==> src/rtl/apb_pkg.sv <==
// Shared types and constants for the APB command front-end.
// Both the command FIFO and the sequencer import this package.
package apb_pkg;

    localparam int ADDR_W = 8;
    localparam int DATA_W = 8;

    typedef enum logic [1:0] {
        IDLE,
        ISSUE,
        WAIT,
        RESP
    } state_t;

    typedef struct packed {
        logic              write;
        logic [ADDR_W-1:0] addr;
        logic [DATA_W-1:0] wdata;
    } apb_cmd_t;

endpackage

==> src/rtl/apb_cmd_fifo.sv <==
// Small synchronous FIFO holding queued APB commands.
// DEPTH must be a power of two so the pointers wrap on their own.
module apb_cmd_fifo
    import apb_pkg::*;
#(
    parameter int DEPTH = 4
) (
    input  logic                   clk,
    input  logic                   resetn,
    input  logic                   push,
    input  apb_cmd_t               push_data,
    input  logic                   pop,
    output apb_cmd_t               pop_data,
    output logic                   full,
    output logic                   empty,
    output logic [$clog2(DEPTH):0] level
);

    localparam int PTR_W = $clog2(DEPTH);
    localparam int LVL_W = PTR_W + 1;

    apb_cmd_t         mem [DEPTH];
    logic [PTR_W-1:0] wr_ptr;
    logic [PTR_W-1:0] rd_ptr;
    logic             push_ok;
    logic             pop_ok;

    assign full     = (level == LVL_W'(DEPTH));
    assign empty    = (level == '0);
    assign push_ok  = push && !full;
    assign pop_ok   = pop && !empty;
    assign pop_data = mem[rd_ptr];

    // NOTE: sequential state uses non-blocking assignments so every register
    // samples the pre-edge values, independent of statement order.
    always_ff @(posedge clk or negedge resetn) begin
        if (!resetn) begin
            wr_ptr <= '0;
            rd_ptr <= '0;
            level  <= '0;
        end else begin
            if (push_ok) wr_ptr <= wr_ptr + 1'b1;
            if (pop_ok)  rd_ptr <= rd_ptr + 1'b1;
            case ({push_ok, pop_ok})
                2'b10:   level <= level + 1'b1;
                2'b01:   level <= level - 1'b1;
                default: level <= level;
            endcase
        end
    end

    // NOTE: the storage array has no reset; the pointers and level alone
    // decide which entries are valid, so clearing the data would be wasted logic.
    always_ff @(posedge clk) begin
        if (push_ok) mem[wr_ptr] <= push_data;
    end

endmodule

==> src/rtl/apb_cmd_sequencer.sv <==
// Command front-end for the APB top: queues commands, issues them one at a time,
// and returns one response per command, aborting hung transfers after TIMEOUT cycles.
module apb_cmd_sequencer
    import apb_pkg::*;
#(
    parameter int DEPTH   = 4,
    parameter int TIMEOUT = 16
) (
    input  logic                   clk,
    input  logic                   resetn,
    input  logic                   cmd_valid,
    output logic                   cmd_ready,
    input  logic                   cmd_write,
    input  logic [ADDR_W-1:0]      cmd_addr,
    input  logic [DATA_W-1:0]      cmd_wdata,
    output logic                   rsp_valid,
    input  logic                   rsp_ready,
    output logic [DATA_W-1:0]      rsp_rdata,
    output logic                   rsp_err,
    output logic                   rsp_timeout,
    output logic                   start,
    output logic                   write,
    output logic [ADDR_W-1:0]      addr,
    output logic [DATA_W-1:0]      wdata,
    input  logic [DATA_W-1:0]      prdata,
    input  logic                   pready,
    input  logic                   pslverr,
    output logic                   busy,
    output logic [$clog2(DEPTH):0] level
);

    localparam int               CNT_W    = $clog2(TIMEOUT) + 1;
    localparam logic [CNT_W-1:0] CNT_LAST = CNT_W'(TIMEOUT - 1);

    state_t           state;
    logic [CNT_W-1:0] wait_cnt;
    logic             fifo_full;
    logic             fifo_empty;
    logic             fifo_seen;
    logic             fifo_pop;
    apb_cmd_t         cmd_in;
    apb_cmd_t         head;

    assign cmd_in    = '{write: cmd_write, addr: cmd_addr, wdata: cmd_wdata};
    assign cmd_ready = !fifo_full;
    assign busy      = (state != IDLE) || !fifo_empty;

    // From IDLE the non-empty flag is seen one cycle late, so a fresh command
    // always sits in the FIFO for a cycle; back-to-back issue from RESP is immediate.
    assign fifo_pop = !fifo_empty &&
                      (((state == IDLE) && fifo_seen) || ((state == RESP) && rsp_ready));

    apb_cmd_fifo #(
        .DEPTH (DEPTH)
    ) u_fifo (
        .clk       (clk),
        .resetn    (resetn),
        .push      (cmd_valid),
        .push_data (cmd_in),
        .pop       (fifo_pop),
        .pop_data  (head),
        .full      (fifo_full),
        .empty     (fifo_empty),
        .level     (level)
    );

    always_ff @(posedge clk or negedge resetn) begin
        if (!resetn) begin
            state       <= IDLE;
            wait_cnt    <= '0;
            fifo_seen   <= 1'b0;
            start       <= 1'b0;
            write       <= 1'b0;
            addr        <= '0;
            wdata       <= '0;
            rsp_valid   <= 1'b0;
            rsp_rdata   <= '0;
            rsp_err     <= 1'b0;
            rsp_timeout <= 1'b0;
        end else begin
            fifo_seen <= !fifo_empty;
            start     <= 1'b0;

            case (state)
                IDLE: begin
                    if (fifo_pop) state <= ISSUE;
                end
                ISSUE: begin
                    state    <= WAIT;
                    wait_cnt <= '0;
                end
                WAIT: begin
                    if (pready) begin
                        rsp_valid   <= 1'b1;
                        rsp_rdata   <= write ? '0 : prdata;
                        rsp_err     <= pslverr;
                        rsp_timeout <= 1'b0;
                        state       <= RESP;
                    end else if (wait_cnt == CNT_LAST) begin
                        rsp_valid   <= 1'b1;
                        rsp_rdata   <= '0;
                        rsp_err     <= 1'b1;
                        rsp_timeout <= 1'b1;
                        state       <= RESP;
                    end else begin
                        wait_cnt <= wait_cnt + 1'b1;
                    end
                end
                RESP: begin
                    if (rsp_ready) begin
                        rsp_valid <= 1'b0;
                        state     <= fifo_pop ? ISSUE : IDLE;
                    end
                end
                default: state <= IDLE;
            endcase

            // Both pop points load the head entry and raise the one-cycle start.
            if (fifo_pop) begin
                start <= 1'b1;
                write <= head.write;
                addr  <= head.addr;
                wdata <= head.wdata;
            end
        end
    end

endmodule

==> config.mk <==
export PLATFORM = sky130hd
export DESIGN_NAME = apb_cmd_sequencer
export DESIGN_NICKNAME = d
export VERILOG_FILES = /design/src/rtl/apb_pkg.sv /design/src/rtl/apb_cmd_fifo.sv /design/src/rtl/apb_cmd_sequencer.sv
export SDC_FILE = /design/constraint.sdc
export NUM_CORES = 1
export LEC_CHECK = 0
export CELL_PAD_IN_SITES_DETAIL_PLACEMENT = 1
export CELL_PAD_IN_SITES_GLOBAL_PLACEMENT = 1
export CORE_UTILIZATION = 41
export DETAILED_ROUTE_END_ITERATION = 8
export PLACE_DENSITY = 0.78
export SLEW_MARGIN = 20
export SYNTH_ARGS = -nofsm -noshare
export SYNTH_HDL_FRONTEND = slang
export SYNTH_SLANG_ARGS = --single-unit
==> constraint.sdc <==
create_clock -name clk -period 2.2 [get_ports clk]
set_input_delay 0.55 -clock clk [delete_from_list [all_inputs] [get_ports clk]]
set_output_delay 0.55 -clock clk [all_outputs]
set_load 0.005 [all_outputs]
* After elaboration in Yosys (flattened, before gate mapping)
Memory sizes are Yosys's and may differ from the RTL's. A register that Yosys moved wholly into a read port is not among the register bits.
Cells that the tools add are included.
** Operators by class
- Reductions and logical operators :: 21
- Equality and inequality tests :: 12
- Add/subtract/negate cells :: 5
- Multiplexer cells :: 22
** Operators with widths (number)
- 2-to-1 mux 8 bit :: 3
- 2-to-1 mux 5 bit :: 2
- one-hot mux 5 bit (2 select lines) :: 1
- nonzero test 2 bit :: 5
- 2-to-1 mux 1 bit :: 9
- AND reduction 3 bit :: 3
- 2-to-1 mux 2 bit :: 4
- inequality test 2 bit, second input constant :: 4
- one-hot mux 2 bit (4 select lines) :: 1
- == test 2 bit, second input constant :: 3
- one-hot mux 3 bit (2 select lines) :: 1
- adder 5 x 1 -> 5 bit, second input constant :: 1
- == test 5 x 4 -> 1 bit, second input constant :: 1
- logical AND 1 bit :: 5
- adder 2 x 1 -> 2 bit, second input constant :: 2
- == test 2 x 1 -> 1 bit, second input constant :: 2
- adder 3 x 1 -> 3 bit, second input constant :: 1
- == test 3 bit, second input constant :: 1
- logical NOT 1 bit :: 3
- logical NOT 3 bit :: 1
- inequality test 3 bit, second input constant :: 1
- subtractor 3 x 1 -> 3 bit, second input constant :: 1
- logical NOT 2 bit :: 1
- logical OR 1 bit :: 2
- 2 further kinds :: 2
** Storage, ports and cells
- RAM bits :: 68
- Register bits after elaboration :: 27
- Word-level logic and storage cells :: 72
- Input bits :: 31
- Memories :: 1
** Memory list
- u_fifo.mem :: depth 4, width 17, read ports 1, clocked after Yosys merged registers in 1, wr ports 1, RTL line apb_cmd_fifo.sv:22 : apb_cmd_t mem [DEPTH];

* Longest topological paths before layout
Gate-level depths: netlist of the first run.
- Word-level depth :: 7
- Depth in mapped cells :: 11

* Cells and area by module
From an unflattened synthesis of the first run, not the netlist that was laid out.
** Unflattened totals
- Cell total of the unflattened synthesis :: 261
- Area total of the unflattened synthesis :: 4610.7 µm²
** Modules (own cells, without submodules)
- apb_cmd_fifo :: sequential area each 2217.1 µm², times used 1, cells an instance 126, area an instance 2921.6 µm²
- apb_cmd_sequencer :: sequential area each 925.9 µm², times used 1, cells an instance 135, area an instance 1689.1 µm²

* Worst setup path after synthesis of the first run
Ideal clock, no wire load.
- Kind :: register -> register
- From :: register state[0]
- To :: register u_fifo.level[2]
- Setup time :: 79 ps
- Slack :: -100 ps
- Data required time :: 2121 ps
- Data arrival time :: 2221 ps
- Cell stages (with the launch flop) :: 12
- Buffers on the path :: 1
- Path through :: dfrtp_1 inv_1 ha_1 nand2_1 a21oi_1 buf_2 ha_1 inv_1 fa_1 xor2_1 nor2_1 xor2_1
** On the way
- Word-level cells in the longest chain between the ends :: 7
** Ends and longest elaborated chain
- from (decl) :: RTL line apb_cmd_sequencer.sv:35 : state_t state;
- from (signal assigned) :: RTL line apb_cmd_sequencer.sv:112 : state <= fifo_pop ? ISSUE : IDLE;
- == test 2 bit or logical NOT 2 bit (tied branches) :: RTL line apb_cmd_sequencer.sv:51 : (((state == IDLE) && fifo_seen) || ((state == RESP) && rsp_ready));
- logical AND 1 bit :: RTL line apb_cmd_sequencer.sv:51
- logical OR 1 bit * :: RTL line apb_cmd_sequencer.sv:51
- logical AND 1 bit * :: RTL line apb_cmd_sequencer.sv:50 : assign fifo_pop = !fifo_empty &&
- net fifo_pop :: RTL line apb_cmd_sequencer.sv:40 : logic fifo_pop;
- logical AND 1 bit * :: RTL line apb_cmd_fifo.sv:31 : assign pop_ok = pop && !empty;
- == test 2 x 1 -> 1 bit or == test 2 bit (tied branches) :: RTL line apb_cmd_fifo.sv:44 : case ({push_ok, pop_ok})
- one-hot mux 3 bit (2 select lines) or nonzero test 2 bit (tied branches)
- to (signal assigned) :: RTL line apb_cmd_fifo.sv:45 : 2'b10: level <= level + 1'b1;
- to (signal assigned) :: RTL line apb_cmd_fifo.sv:46 : 2'b01: level <= level - 1'b1;
- to (signal assigned) :: RTL line apb_cmd_fifo.sv:47 : default: level <= level;
- to (decl) :: RTL line apb_cmd_fifo.sv:16 : output logic [$clog2(DEPTH):0] level
The timed path passes the listed nets; every way through them passes the cells marked *.
A chain may end at the register's enable or synchronous reset.

* Worst setup path in the final report of the first run
- From :: register u_fifo.level[0]
- To :: output port cmd_ready
** On the way
- Word-level cells in the longest chain between the ends :: 2
** Ends and longest elaborated chain
- == test 3 bit :: RTL line apb_cmd_fifo.sv:28 : assign full = (level == LVL_W'(DEPTH));
- logical NOT 1 bit :: RTL line apb_cmd_sequencer.sv:45 : assign cmd_ready = !fifo_full;
- to (decl) :: RTL line apb_cmd_sequencer.sv:12 : output logic cmd_ready,
Every way passes these cells.

==> metrics.txt, run 1 <==
row cnt=37; Fin. Hold Viols=0; CTS tree=yes; min-delay worst type=primary input to async pin; Static Leak=2.19 nW; initial DRC count=53; Post-Synthesis Cells=247; Layout Nets=380; Root Buffer=clkbuf_8; die width=106 microns; Die H=~110 microns; worst slack, placed=-0.220 ns; Final Skew=0.0153 ns; initial antenna violation count=0; DRT antenna net count=0; post-synth top area share=0.457; Async S/R FF share, synth=0.393; Worst setup endpoint=cmd_ready; hold_ws=roughly 0.27 ns; number of global-route vias before repair=about 2600; Final Slew Violations=0; design area=5710 sq um; count of cell types in the netlist=33; syn_nets=291; Max Cap Violations=0; core box area=~10000 sq um; area leader, netlist=edfxtp_1; gr usage total=0.163; input/output buffers=64; Synth top cells by count=68 x edfxtp_1, 44 x dfrtp_1, 13 x nand2_1; CTS Buf Count=9; largest net degree at the start of global routing=45; vias per inst=5.09; reg-to-reg critical path endpoint=u_fifo.level[2]; P&R area growth vs syn=27.8%; Worst Path Arrival=1.56 ns; Ports=65; clock buffer depth=2; hpwl dp=5550 microns; Crit Path Class=flop to primary output; WL/cell=17.9 microns; CP startpoint kind=flop; die footprint=11300 sq um; FILL cells=between 1000 and 1500; RSZ-0062 raised after global routing=false; Final WS setup=0.0886 ns; final setup violation count=0; most common cell in the synthesized netlist=edfxtp_1; Period minus WS final=about 2.1 ns; Critical path origin=u_fifo.level[0]; via count=2430; largest fanout on the critical path=3; worst skew pair latency=about 0.36 ns; fin crit share=0.960; YS warnings=0; FF+latch count, synth=112; Seq/Total Area, Yosys=0.704; PD cells=1330 nW/um^2; antenna diode count=0; CTS hold repair buffers=0; ranking of synthesized cells by area=edfxtp_1 46%, dfrtp_1 25%, mux4_1 5.3%; first drt pass iteration count=4; Final Wtd Congestion=0.721; Design Power=about 7.6 mW; Worst R2R Start=state[0]; max_slew headroom=0.598; FMAX=0.474 GHz; EDFF count, synth=68; Final Core Density=0.546; routed wire length=8530 microns; Sink Count=~110; Top FF cell, synth=edfxtp_1; Setup crit end kind=primary output; status=completed; Starting Density=0.427; average cell area after synthesis=18.1 sq um; Req. time, crit path=1.65 ns; Cell Area, Synth=4470 sq um; DR DRC count=0; Worst Max-Slew Pin Slew=0.599 ns; Area after DPL=5420 sq um; maximum VDD drop=between 0.5 and 0.6 mV; clk slew on worst S/H paths=0.11 ns; global-route wire length before repair=13700 microns; Reg2Reg Setup Slack=about 0.13 ns; H-Tree Depth=3; GR Overflow Total=0; share of post-route cells with drive strength above 1=0.223; depth of the most critical reg-to-reg path=10
area by class of cell:
type | instances | area (sq um) | area share
tap | 136 | 170 | 0.0298
sequential | 112 | 3140 | 0.551
multi-input combinational | 115 | 1260 | 0.221
timing repair buffer | 86 | 862 | 0.151
clock buffer | 9 | 124 | 0.0217
clock inverter | 7 | 104 | 0.0182
inverter | 12 | 45.0 | 0.00789
cells in the final DEF, fill, tap and decap left out, types with 5 or more instances in the layout:
cell type / netlist / final
a21oi_1: 6 / 5
a22o_1: 8 / 8
and3_1: 5 / 5
buf_12: 1 / 5
buf_4: 0 / 17
clkbuf_8: 0 / 9
clkdlybuf4s50_1: 0 / 62
dfrtp_1: 44 / 43
edfxtp_1: 68 / 68
ha_1: 12 / 10
inv_1: 12 / 10
mux2_2: 10 / 10
mux2_4: 8 / 8
mux4_1: 9 / 9
mux4_2: 8 / 8
nand2_1: 13 / 13
nor2_1: 5 / 5
o21ai_0: 8 / 8
layer usage:
| layer | part of all wire | GRT usage | vias up |
|---|---|---|---|
| li1 | - | - | 1122 |
| met1 | 0.43 | 0.205 | 1245 |
| met2 | 0.52 | 0.283 | 56 |
| met3 | 0.033 | 0.0313 | 7 |
| met4 | 0.011 | 0.0536 | 0 |
| met5 | 0 | 0 | - |
report_power, final:
| group | internal (mW) | leakage [nW] | switching (mW) | total [mW] |
|---|---|---|---|---|
| registers | 2.89 | 1.16 | 0.355 | 3.25 |
| clock network | 0.653 | 0.108 | 0.697 | 1.35 |
| logic | 1.79 | 0.925 | 1.22 | 3.01 |
| total | 5.34 | 2.19 | 2.27 | 7.61 |
registers in the layout (all words and copies together) (netlist names):
register       cells
u_fifo.mem        68
addr               8
rsp_rdata          8
wdata              8
wait_cnt           5
u_fifo.level       3
state              2
u_fifo.rd_ptr      2
u_fifo.wr_ptr      2
fifo_seen          1
rsp_err            1
rsp_timeout        1
rsp_valid          1
start              1
write              1
critical path, cell delays in order (launching register included):
cell and delay (ns):
dfrtp_1 0.40, buf_4 0.14, inv_1 0.10, nand3_2 0.09
clkdlybuf4s50_1 0.46
worst min-delay path by stage:
stage / end / cells past startpoint / slack (ns) / start
global route: u_fifo.wr_ptr[1] / 2 / 0.31 / resetn
floorplan: addr[0] / 0 / 0.25 / resetn
CTS: rsp_valid / 2 / 0.27 / resetn
global placement: wait_cnt[3] / 1 / 0.46 / wait_cnt[3]
finish: state[0] / 2 / 0.27 / resetn
detailed placement: wait_cnt[3] / 1 / 0.48 / wait_cnt[3]
through the flow:
| stage | TNS [ns] | std cells |
|---|---|---|
| after floorplan | 0 | 247 |
| after global placement | -0.153 | 457 |
| after detailed placement | -0.256 | 457 |
| after CTS | 0 | 476 |
| after global routing | 0 | 477 |
| final | 0 | 477 |
what timing repair did:
item | in CTS | in global routing
buffers inserted | 3 | 1
resized for setup | 3 | 8
pin swaps | 0 | 2
endpoints found under the setup margin | 1 | 5
kinds of logic (layout without fill, tap and decap cells):
logic type | Yosys count | after routing | synth area share
XOR/XNOR | 6 | 6 | 0.0118
flip-flops | 112 | 112 | 0.704
buffers and inverters | 20 | 114 | 0.0235
AO/OA/AOI/OAI | 29 | 29 | 0.0429
AND/OR/NAND/NOR | 32 | 32 | 0.0347
adder cells (fa/ha/maj) | 13 | 13 | 0.0381
multiplexers | 35 | 35 | 0.145
(Power assumes the default switching activity.)
==> run 2: changes to the inputs <==
--- a/config.mk
+++ b/config.mk
@@ -8,6 +8,7 @@
 export CELL_PAD_IN_SITES_DETAIL_PLACEMENT = 1
 export CELL_PAD_IN_SITES_GLOBAL_PLACEMENT = 1
 export CORE_UTILIZATION = 41
+export CTS_CLUSTER_SIZE = 24
 export DETAILED_ROUTE_END_ITERATION = 8
 export PLACE_DENSITY = 0.78
 export SLEW_MARGIN = 20
==> results of run 2 <==
Final layout, timing and power as in run 1 (identical DEF).
==> run 3: changes to the inputs <==
--- a/config.mk
+++ b/config.mk
@@ -5,9 +5,11 @@
 export SDC_FILE = /design/constraint.sdc
 export NUM_CORES = 1
 export LEC_CHECK = 0
+export ABC_AREA = 1
 export CELL_PAD_IN_SITES_DETAIL_PLACEMENT = 1
 export CELL_PAD_IN_SITES_GLOBAL_PLACEMENT = 1
-export CORE_UTILIZATION = 41
+export CORE_ASPECT_RATIO = 1.2
+export CORE_UTILIZATION = 39
 export CTS_CLUSTER_SIZE = 24
 export DETAILED_ROUTE_END_ITERATION = 8
 export PLACE_DENSITY = 0.78
==> metrics.txt, run 3 <==
vias per inst=4.86 (-4.5%); die width=102 microns (-4.3%); H-Tree Depth=3 (unchanged); global-route wire length before repair=17000 microns (+24%); via count=3137 (+29%); post-synth top area share=0.438 (-0.0195); antenna diode count=0 (unchanged); ranking of synthesized cells by area=edfxtp_1 44%, dfrtp_1 24%, nand2_1 6.5%; gr usage total=0.183 (+0.0202); Reg2Reg Setup Slack=0.17 ns (+0.04 ns); Worst setup endpoint=cmd_ready; Worst Path Arrival=1.54 ns (-0.02 ns); WL/cell=16.2 microns (-9.6%); fin crit share=0.951 (-0.00920); number of global-route vias before repair=3325 (+26%); largest net degree at the start of global routing=36 (-20%); Final Slew Violations=0 (unchanged); design area=5860 sq um (+2.6%); FMAX=0.478 GHz (+0.97%); FF+latch count, synth=112 (unchanged); reg-to-reg critical path endpoint=u_fifo.level[2]; met3 usage=0.0241 (-0.00717); DRT antenna net count=0 (unchanged); Biggest register=u_fifo.mem; Post-Synthesis Cells=406 (+64%); max FFs per register=68 (unchanged); PD cells=1430 nW/um^2 (+7.2%); largest fanout on the critical path=4 (+1); clock buffer depth=2 (unchanged); row cnt=43 (+16%); worst skew pair latency=0.35 ns (about the same); Req. time, crit path=1.65 ns (about the same); setup tns final=0 ns (unchanged); Setup crit end kind=primary output; Max Cap Violations=0 (unchanged); Worst R2R Start=state[1]; initial antenna violation count=0 (unchanged); Synth top cells by count=81 x nand2_1, 68 x edfxtp_1, 60 x nor2_1; min-delay worst type=primary input to async pin; GR Overflow Total=0 (unchanged); EDFF count, synth=68 (unchanged); hpwl dp=7150 microns (+29%); Period minus WS final=2.09 ns (-0.0203 ns); die footprint=12400 sq um (+9.6%); first drt pass iteration count=4 (unchanged); Async S/R FF share, synth=0.393 (unchanged); Crit Path Class=flop to primary output; Cell Area, Synth=4670 sq um (+4.5%); gr busiest metal=met2; maximum VDD drop=0.514 mV (-12%); CP startpoint kind=flop; Layout Nets=527 (+39%); DR DRC count=0 (unchanged); FILL cells=1287 (+27%); most common cell in the synthesized netlist=nand2_1; depth of the most critical reg-to-reg path=12 (+2); Ports=65 (unchanged); area leader, netlist=edfxtp_1; Final Core Density=0.504 (-0.0416); initial DRC count=55 (+3.8%); routed wire length=10400 microns (+22%); status=completed; P&R area growth vs syn=25.6%; Seq/Total Area, Yosys=0.674 (-0.0300); YS warnings=0 (unchanged); Fin. Hold Viols=0 (unchanged); met2 Usage GRT=0.330 (+0.0469); Top FF cell, synth=edfxtp_1; Sink Count=112 (unchanged); Final Skew=0.0120 ns (-0.00324 ns); routing usage on met1=0.217 (+0.0124); final setup violation count=0 (unchanged); syn_nets=450 (+55%); Static Leak=2.38 nW (+8.7%); Root Buffer=clkbuf_16; CTS Buf Count=9 (unchanged); input/output buffers=64 (unchanged); Final Wtd Congestion=0.767 (+6.5%); Worst Max-Slew Pin Slew=0.602 ns (+0.00389 ns); count of cell types in the netlist=30 (-9.1%); Die H=122 microns (+15%); clk slew on worst S/H paths=0.07 ns (-0.04 ns); max_slew headroom=0.598 (about the same); average cell area after synthesis=11.5 sq um (-36%); Design Power=8.37 mW (+9.9%); share of post-route cells with drive strength above 1=0.105 (-0.118); Starting Density=0.401 (-0.0254); RSZ-0062 raised after global routing=false; CTS hold repair buffers=0 (unchanged); Area after DPL=5520 sq um (+1.8%); Critical path origin=u_fifo.level[1]; commonest non-fill, non-tap cell in the layout=nand2_1; CTS tree=yes; commonest cells after routing, fill and taps aside=81 x nand2_1, 68 x edfxtp_1, 62 x clkdlybuf4s50_1; core box area=11600 sq um (+11%)
-- run 3: where the power goes --
group	total [mW]	switching (mW)	leakage [nW]	internal, mW
logic	3.44	1.97	1.06	1.47
clock network	1.72	0.722	0.150	0.999
registers	3.21	0.312	1.17	2.90
-- run 3: cell type report --
type | count | area [sq um] | area share
flip-flops and latches | 112 | 3140 | 0.537
multi-input cells | 256 | 1310 | 0.223
repair buffers | 80 | 805 | 0.137
clock buffers | 11 | 233 | 0.0397
well taps | 157 | 196 | 0.0335
inverters | 24 | 95.1 | 0.0162
clock inverters | 5 | 81.3 | 0.0139
-- run 3: cell families after synthesis --
logic type                 synth area share
DFF                                   0.674
and+or+nand+nor                       0.158
adders and majority gates            0.0365
AOI/OAI and AO/OA                    0.0754
buffers and inverters                0.0493
xor gates and xnor gates            0.00751
-- run 3: critical path, cell delays in order, from the launching register on --
cell and delay, ns:
dfrtp_1 0.46, nor2_4 0.18, nand2_1 0.10, clkdlybuf4s50_1 0.45
-- run 3: routing by layer --
| metal | vias to the layer above | routed length, microns |
|---|---|---|
| met1 | 1561 | 4420 |
| met5 | - | 0 |
| met4 | 0 | 234 |
| met3 | 15 | 244 |
| li1 | 1508 | - |
| met2 | 53 | 5540 |
-- run 3: how the worst min path moves through the flow --
stage                              end  slack, ns
after global routing      rsp_rdata[3]       0.26
after floorplan                addr[0]       0.25
after CTS                 rsp_rdata[6]       0.23
final                     rsp_rdata[3]       0.21
after global placement    rsp_rdata[6]       0.45
after detailed placement  rsp_rdata[6]       0.46
-- run 3: what timing repair did --
action,in CTS,in global routing
endpoints found under the setup margin,1,1
gates resized for setup,2,4
setup buffers,2,0
-- run 3: metrics by stage --
stage,worst slack (ns),hold slack [ns],cells
2_1_floorplan,0.00887,0.254,406
3_3_place_gp,-0.215,0.455,627
3_5_place_dp,-0.231,0.463,627
4_1_cts,0.0818,0.230,645
5_1_grt,0.00195,0.258,645
6_report,0.109,0.208,645
